File: src/rtl/fifo_arb_pkg.sv
// Shared types and constants for the fifo write-port arbiter.
// Stats ports/counters exist only when FIFO_ARB_STATS_EN is defined.
package fifo_arb_pkg;

  typedef enum logic {
    IDLE = 1'b0,
    LOCK = 1'b1
  } arb_state_t;

  localparam int STATS_W = 16;

  function automatic int clog2(input int v);
    int r;
    r = 0;
    for (int i = 0; i < 31; i++)
      if ((1 << r) < v) r++;
    return (r < 1) ? 1 : r;
  endfunction

endpackage

File: src/rtl/fifo_wr_arbiter_rr_pick.sv
// Rotating-priority picker: first set req bit at or after start,
// wrapping from N-1 back to 0.
module rr_pick #(
  parameter int N    = 2,
  parameter int LOGN = 1
) (
  input  logic [N-1:0]    req,
  input  logic [LOGN-1:0] start,
  output logic            valid,
  output logic [LOGN-1:0] idx
);

  int k;

  // Scan from the far end so the closest hit to start wins.
  always_comb begin
    valid = 1'b0;
    idx   = '0;
    k     = 0;
    for (int i = N - 1; i >= 0; i--) begin
      k = int'(start) + i;
      if (k >= N) k = k - N;
      if (req[k]) begin
        valid = 1'b1;
        idx   = LOGN'(k);
      end
    end
  end

endmodule

File: src/rtl/fifo_wr_arbiter.sv
// Round-robin, packet-locked arbiter for one fifo write port.
// Define FIFO_ARB_STATS_EN to add o_words/o_stall counters.
module fifo_wr_arbiter
  import fifo_arb_pkg::*;
#(
  parameter int W    = 8,
  parameter int N    = 2,
  parameter int LOGN = 1
) (
  input  logic            clk,
  input  logic            i_reset,
  input  logic [N-1:0]    i_req,
  input  logic [N-1:0]    i_last,
  input  logic [N*W-1:0]  i_data,
  output logic [N-1:0]    o_ack,
  input  logic            i_fifo_full,
  output logic            o_fifo_wr,
  output logic [W-1:0]    o_fifo_data,
  output logic            o_busy,
  output logic [LOGN-1:0] o_owner
`ifdef FIFO_ARB_STATS_EN
  ,
  output logic [N*STATS_W-1:0] o_words,
  output logic [STATS_W-1:0]   o_stall
`endif
);

  arb_state_t      state_q, state_d;
  logic [LOGN-1:0] ptr_q, ptr_d;
  logic [LOGN-1:0] owner_q, owner_d;
  logic            pick_valid;
  logic [LOGN-1:0] pick_idx;

  function automatic logic [LOGN-1:0] nxt(input logic [LOGN-1:0] k);
    if (int'(k) >= N - 1) return '0;
    return k + LOGN'(1);
  endfunction

  rr_pick #(
    .N    (N),
    .LOGN (LOGN)
  ) u_pick (
    .req   (i_req),
    .start (ptr_q),
    .valid (pick_valid),
    .idx   (pick_idx)
  );

  always_ff @(posedge clk) begin
    if (i_reset) begin
      state_q <= IDLE;
      ptr_q   <= '0;
      owner_q <= '0;
    end else begin
      state_q <= state_d;
      ptr_q   <= ptr_d;
      owner_q <= owner_d;
    end
  end

  // A full fifo freezes everything: no ack, no state movement.
  always_comb begin
    state_d = state_q;
    ptr_d   = ptr_q;
    owner_d = owner_q;
    o_ack   = '0;
    if (!i_reset && !i_fifo_full) begin
      unique case (state_q)
        IDLE: begin
          if (pick_valid) begin
            o_ack[pick_idx] = 1'b1;
            owner_d         = pick_idx;
            if (i_last[pick_idx]) ptr_d = nxt(pick_idx);
            else state_d = LOCK;
          end
        end
        LOCK: begin
          if (i_req[owner_q]) begin
            o_ack[owner_q] = 1'b1;
            if (i_last[owner_q]) begin
              state_d = IDLE;
              ptr_d   = nxt(owner_q);
            end
          end
        end
        default: state_d = IDLE;
      endcase
    end
  end

  always_comb begin
    o_fifo_data = '0;
    for (int k = 0; k < N; k++)
      if (o_ack[k]) o_fifo_data = i_data[k*W +: W];
  end

  assign o_fifo_wr = |o_ack;
  assign o_busy    = (state_q == LOCK);
  assign o_owner   = owner_q;

`ifdef FIFO_ARB_STATS_EN
  logic [N*STATS_W-1:0] words_q;
  logic [STATS_W-1:0]   stall_q;

  always_ff @(posedge clk) begin
    if (i_reset) begin
      words_q <= '0;
      stall_q <= '0;
    end else begin
      for (int k = 0; k < N; k++)
        if (o_ack[k])
          words_q[k*STATS_W +: STATS_W] <=
            words_q[k*STATS_W +: STATS_W] + STATS_W'(1);
      if (|i_req && i_fifo_full && stall_q != '1)
        stall_q <= stall_q + STATS_W'(1);
    end
  end

  assign o_words = words_q;
  assign o_stall = stall_q;
`endif

endmodule

File: config.mk
export PLATFORM = sky130hd
export DESIGN_NAME = fifo_wr_arbiter
export DESIGN_NICKNAME = d
export VERILOG_FILES = /design/src/rtl/fifo_arb_pkg.sv /design/src/rtl/fifo_wr_arbiter_rr_pick.sv /design/src/rtl/fifo_wr_arbiter.sv
export SDC_FILE = /design/constraint.sdc
export NUM_CORES = 1
export LEC_CHECK = 0
export CORE_AREA = 2 2 39 41
export CTS_CLUSTER_DIAMETER = 60
export DETAILED_ROUTE_END_ITERATION = 7
export DIE_AREA = 0 0 41 43
export PLACE_DENSITY = 0.75
export SETUP_SLACK_MARGIN = 0.3
export SYNTH_ARGS = -nofsm -noshare
export SYNTH_HDL_FRONTEND = slang
export SYNTH_SLANG_ARGS = --single-unit
File: constraint.sdc
create_clock -name clk -period 1.4 [get_ports clk]
set_input_delay 0.21 -clock clk [delete_from_list [all_inputs] [get_ports clk]]
set_output_delay 0.21 -clock clk [all_outputs]
set_load 0.02 [all_outputs]
* Word level (Yosys, flattened, before mapping)
Index checks and enable logic that the tools add are counted.
Operators by class: $add $sub $neg 5, order comparisons 10, equal/unequal tests 4, muxes and demuxes 52, bitwise operators 1, reduce and logical (&&, ||, !) cells 8
Operators by type and width (number):
- 32-bit by 3-bit < comparator with 1-bit output, second input constant | 2
- 32-bit two-way mux | 2
- 1-bit two-way mux | 40
- 32-bit by 3-bit >= comparator with 1-bit output, second input constant | 1
- 32-bit by 3-bit subtractor with 32-bit output, second input constant | 1
- 8-bit two-way mux | 2
- 2-bit two-way mux | 3
- 5-bit AND reduction | 1
- 1-bit >= comparator, second input constant | 4
- 1-bit by 2-bit < comparator with 1-bit output, second input constant | 2
- 2-bit by 1-bit inequality test with 1-bit output, second input constant | 2
- 2-bit inequality test, second input constant | 2
- 1-bit one-hot mux with 2 select lines | 2
- 2-bit one-hot mux with 2 select lines | 1
- 1-bit logical AND | 3
- 3-bit AND reduction | 1
- 1-bit by 2-bit subtractor with 3-bit output, second input constant | 1
- 1-bit adder, second input constant | 2
- 1-bit by 1-bit adder with 2-bit output, second input constant | 1
- 1-bit demux with 1-bit select | 2
- 1-bit by 2-bit >= comparator with 1-bit output, second input constant | 1
- 1-bit logical NOT | 2
- 2-bit OR reduction | 1
- 1-bit inverter | 1
Word-level totals: bits in registers 3, input bits 23, output and inout port bits 13, logic and storage cells 83

* Longest topological paths before layout
Gate-level depths: netlist of run 1.
word-level depth 18, depth in mapped cells 6, mapped depth without buffers 5

* Hierarchy
A second synthesis of run 1 with hierarchy kept.
Unflattened totals: cells, all modules 64, area total of the unflattened synthesis 427.9 µm²
Modules (own cells, without submodules):
- fifo_wr_arbiter | instances 1, cells each 61, area each 410.4 µm², seq. area each 60.1 µm²
- rr_pick | instances 1, cells each 3, area each 17.5 µm², seq. area each 0.0 µm²

* Worst setup path before layout of run 1
No wires, ideal clock.
kind register to output, start register state_q, in the netlist o_busy, end output o_fifo_data[0], arrival 1438 ps, required time 1190 ps, path slack -248 ps, cell stages (with the launch flop) 5, path buffers 1, path through dfxtp_1 buf_6 nor2b_2 nor3_4 a22o_1
Between the ends: elaborated cells on any way between the ends 5, those cells by class 4 x mux; 1 x bitwise
RTL lines:
- start, declared | line fifo_wr_arbiter.sv:28 | arb_state_t state_q, state_d;
- start signal, assigned | line fifo_wr_arbiter.sv:55 | state_q <= state_d;
- 1-bit inverter
- 2-bit one-hot mux with 2 select lines * | line fifo_wr_arbiter.sv:68 | unique case (state_q)
- 2-bit two-way mux * | line fifo_wr_arbiter.sv:67 | if (!i_reset && !i_fifo_full) begin
- via o_ack[1] | line fifo_wr_arbiter.sv:15 | output logic [N-1:0] o_ack,
- 8-bit two-way mux * | line fifo_wr_arbiter.sv:94 | if (o_ack[k]) o_fifo_data = i_data[k*W +: W];
- end, declared | line fifo_wr_arbiter.sv:18 | output logic [W-1:0] o_fifo_data,
The timed path passes the listed nets; every way through them passes the cells marked *.

* Final worst setup path of run 1
start register state_q, in the netlist o_busy, end output o_fifo_wr
Between the ends: cells in the longest elaborated chain, start to end 4
RTL lines:
- 1-bit inverter
- 2-bit one-hot mux with 2 select lines * | line fifo_wr_arbiter.sv:68
- 2-bit two-way mux * | line fifo_wr_arbiter.sv:67
- 2-bit OR reduction * | line fifo_wr_arbiter.sv:97 | assign o_fifo_wr = |o_ack;
- end, declared | line fifo_wr_arbiter.sv:17 | output logic o_fifo_wr,
Every way passes the cells marked *; elsewhere a longest branch is shown, timed or not.

==> flow_summary.json, run 1 <==
{
  "fmax_mhz": 593,
  "min_period_ps": 1690,
  "cp_cell_sequence": "nand3b_1 > a21oi_2 > a31o_4 > buf_12 > or2_4 > buf_6",
  "critPathLaunchType": "register",
  "hold_ws_ps": 461,
  "final_layout_size_suffix_gt1_share_pct": 61.6,
  "rsz0062_at_grt": "true",
  "hold_violations": 0,
  "track_usage_pct": 19.5,
  "cp.arrival_ps": 1480,
  "numPortBuffers": 35,
  "setup-violations-final": 12,
  "yosysWarnings": 0,
  "maxSlewHeadroom_pct": 85.2,
  "start_util_pct": 26.0,
  "io_pins": 36,
  "dp_worst_setup_slack_ps": -934,
  "tightest_slew_ps": 219,
  "cts_tree": "built",
  "clk_pin_slew_worst_paths_ps": 30,
  "core_area_sq_mm": 0.00138,
  "placed_cell_area_sq_um": 915,
  "htree_levels": 1,
  "worst_slack_ps": -287,
  "powerDensity_mw_per_mm2": 549,
  "synthCells": 44,
  "max_stage_delay_ps": 350,
  "yosysUniqueCellTypes": 23,
  "first_pass_iters": 2,
  "num_rows": 14,
  "drcViolationCount": 0,
  "area_growth_pct": 202,
  "clk_latency_ps": 240,
  "syn_nets": 67,
  "postLayoutCellArea_sq_mm": 0.00109,
  "synth_area_per_cell_sq_um": 8.19,
  "die_w_microns": 41,
  "vias": 585,
  "path_max_fanout": 5,
  "required_ps": 1190,
  "p_total_uw": 598,
  "cp-end-kind": "output port",
  "grt_first_pass_wirelength_microns": 2370,
  "hold_path_class": "input port to register",
  "synth_area_sq_um": 360,
  "max-cap-violations": 0,
  "ys_seq_elements": 3,
  "drt_iter0_drc": 1,
  "routed_wl_microns": 1590,
  "antenna_found_initial": 0,
  "die_area_sq_mm": 0.00176,
  "postRouteAntennaNets": 0,
  "numCtsBuffers": 3,
  "finalCritPeriodShare_pct": 120,
  "slew_violations": 0,
  "outcome": "finished with violations",
  "p_leak_nw": 0.487,
  "skew_ps": 1.31,
  "clock-root-buffer": "clkbuf_4",
  "violations": "negative setup slack",
  "grt_overflow": 0,
  "die_h_microns": 43,
  "gp_congestion": 0.703,
  "vias_per_cell": 5.09,
  "grt_pass1_vias": 619,
  "clkSinkCount": 3,
  "n_antenna_cell": 0,
  "rrSetupSlack_ps": -20,
  "clockBufferDepth": 2,
  "crit_slowest_cell": "dfxtp_4",
  "grt_max_degree": 11,
  "crit_type": "register to output port",
  "wl_per_cell_microns": 13.9,
  "fin_nets": 123,
  "hpwl_microns": 1120,
  "seq_area_frac_synth_pct": 16.7,
  "ir_drop_uv": 334
}
==> worst max-delay path: cells and delay by family (launching register included) <==
family,cells,cell delay [ps]
AO/OA/AOI/OAI,2,290
buffers and inverters,2,270
flip-flops,1,350
AND/OR/NAND/NOR,2,340
==> synthesized netlist by cell type (all sizes together) <==
library cell  instances  share of area, %
nand2b                2               3.5
buf                   2               6.2
a31o                  1               2.4
o2111ai               1               4.2
a21oi                 4               5.6
inv                   1               1.0
nor2                  4               4.9
a22o                  8                19
nand3b                1               2.1
nor2b                 1               2.4
mux2i                 1               2.8
dfxtp                 3                17
a31oi                 1               1.7
o21ai                 3               5.2
nand3                 1               1.4
or2                   1               1.7
nand2                 3               3.1
nor3                  5                11
mux2                  1               4.2
==> power breakdown <==
group / switching (mW) / internal, mW / total [mW]
Clock: 0.0477 / 0.107 / 0.155
Combinational: 0.138 / 0.204 / 0.341
Sequential: 0.00913 / 0.0924 / 0.102
Total: 0.195 / 0.403 / 0.598
==> state kept, by name, summed over array words and instances, names as in the netlist <==
| name | cells |
|---|---|
| o_busy | 1 |
| o_owner | 1 |
| ptr_q | 1 |
==> worst paths after layout <==
check	start	cells after the start	endpoint
min reg2reg	ptr_q	2	ptr_q
max reg2reg	ptr_q	5	ptr_q
max	o_busy	6	o_fifo_wr
min	i_reset	3	o_busy
==> metal layers <==
metal  share of wire [%]  routed length [microns]  GRT usage (%)  vias up
li1                    -                        -              -      281
met1                  34                      534           17.7      268
met2                  55                      870           35.3       34
met3                  11                      177           10.5        2
met4                0.69                       11           4.00        0
met5                   0                        0              0        -
==> logic make-up after synthesis <==
family | share of synthesized area, %
buf+inv | 7.29
simple gates | 30.6
mux | 6.94
compound gates | 38.5
flops | 16.7
==> area by class of cell <==
type / count / area (sq um)
clock buffer: 4 / 26.3
fill: 95 / 295
inverter: 1 / 3.75
multi-input combinational: 38 / 413
sequential: 3 / 68.8
tap: 16 / 20.0
timing repair buffer: 53 / 557
==> layout by cell type, fill, tap and decap left out, types with 2 or more instances in the layout <==
master           instances
clkdlybuf4s50_1         18
buf_6                   14
buf_4                   12
a22o_4                   8
dlygate4sd2_1            4
nor3_4                   3
nand2_1                  3
clkbuf_4                 3
a21oi_2                  2
a21oi_1                  2
o21ai_0                  2
nor2_1                   2
dfxtp_4                  2
buf_12                   2
==> through the flow <==
step | std cells | TNS, ps | util [%]
final | 115 | -2750 | 78.7
after global routing | 115 | -3260 | 78.7
after CTS | 112 | -2770 | 75.5
after detailed placement | 106 | -10860 | 66.1
after global placement | 106 | -10690 | 66.1
after floorplan | 44 | -1450 | -
==> repair_timing <==
action | in CTS | in global routing
hold buffers | 0 | 0
gates cloned | 1 | 0
endpoints found under the setup margin | 16 | 16
gates resized for setup | 91 | 6
pin swaps | 5 | 3
buffers inserted | 1 | 3
Power figures use the tool's default switching activity.
==> run 2: changes to the inputs <==
- TNS_END_PERCENT: unset -> 100
==> results of run 2 <==
The final DEF is identical to that of run 1; final timing and power are the same.
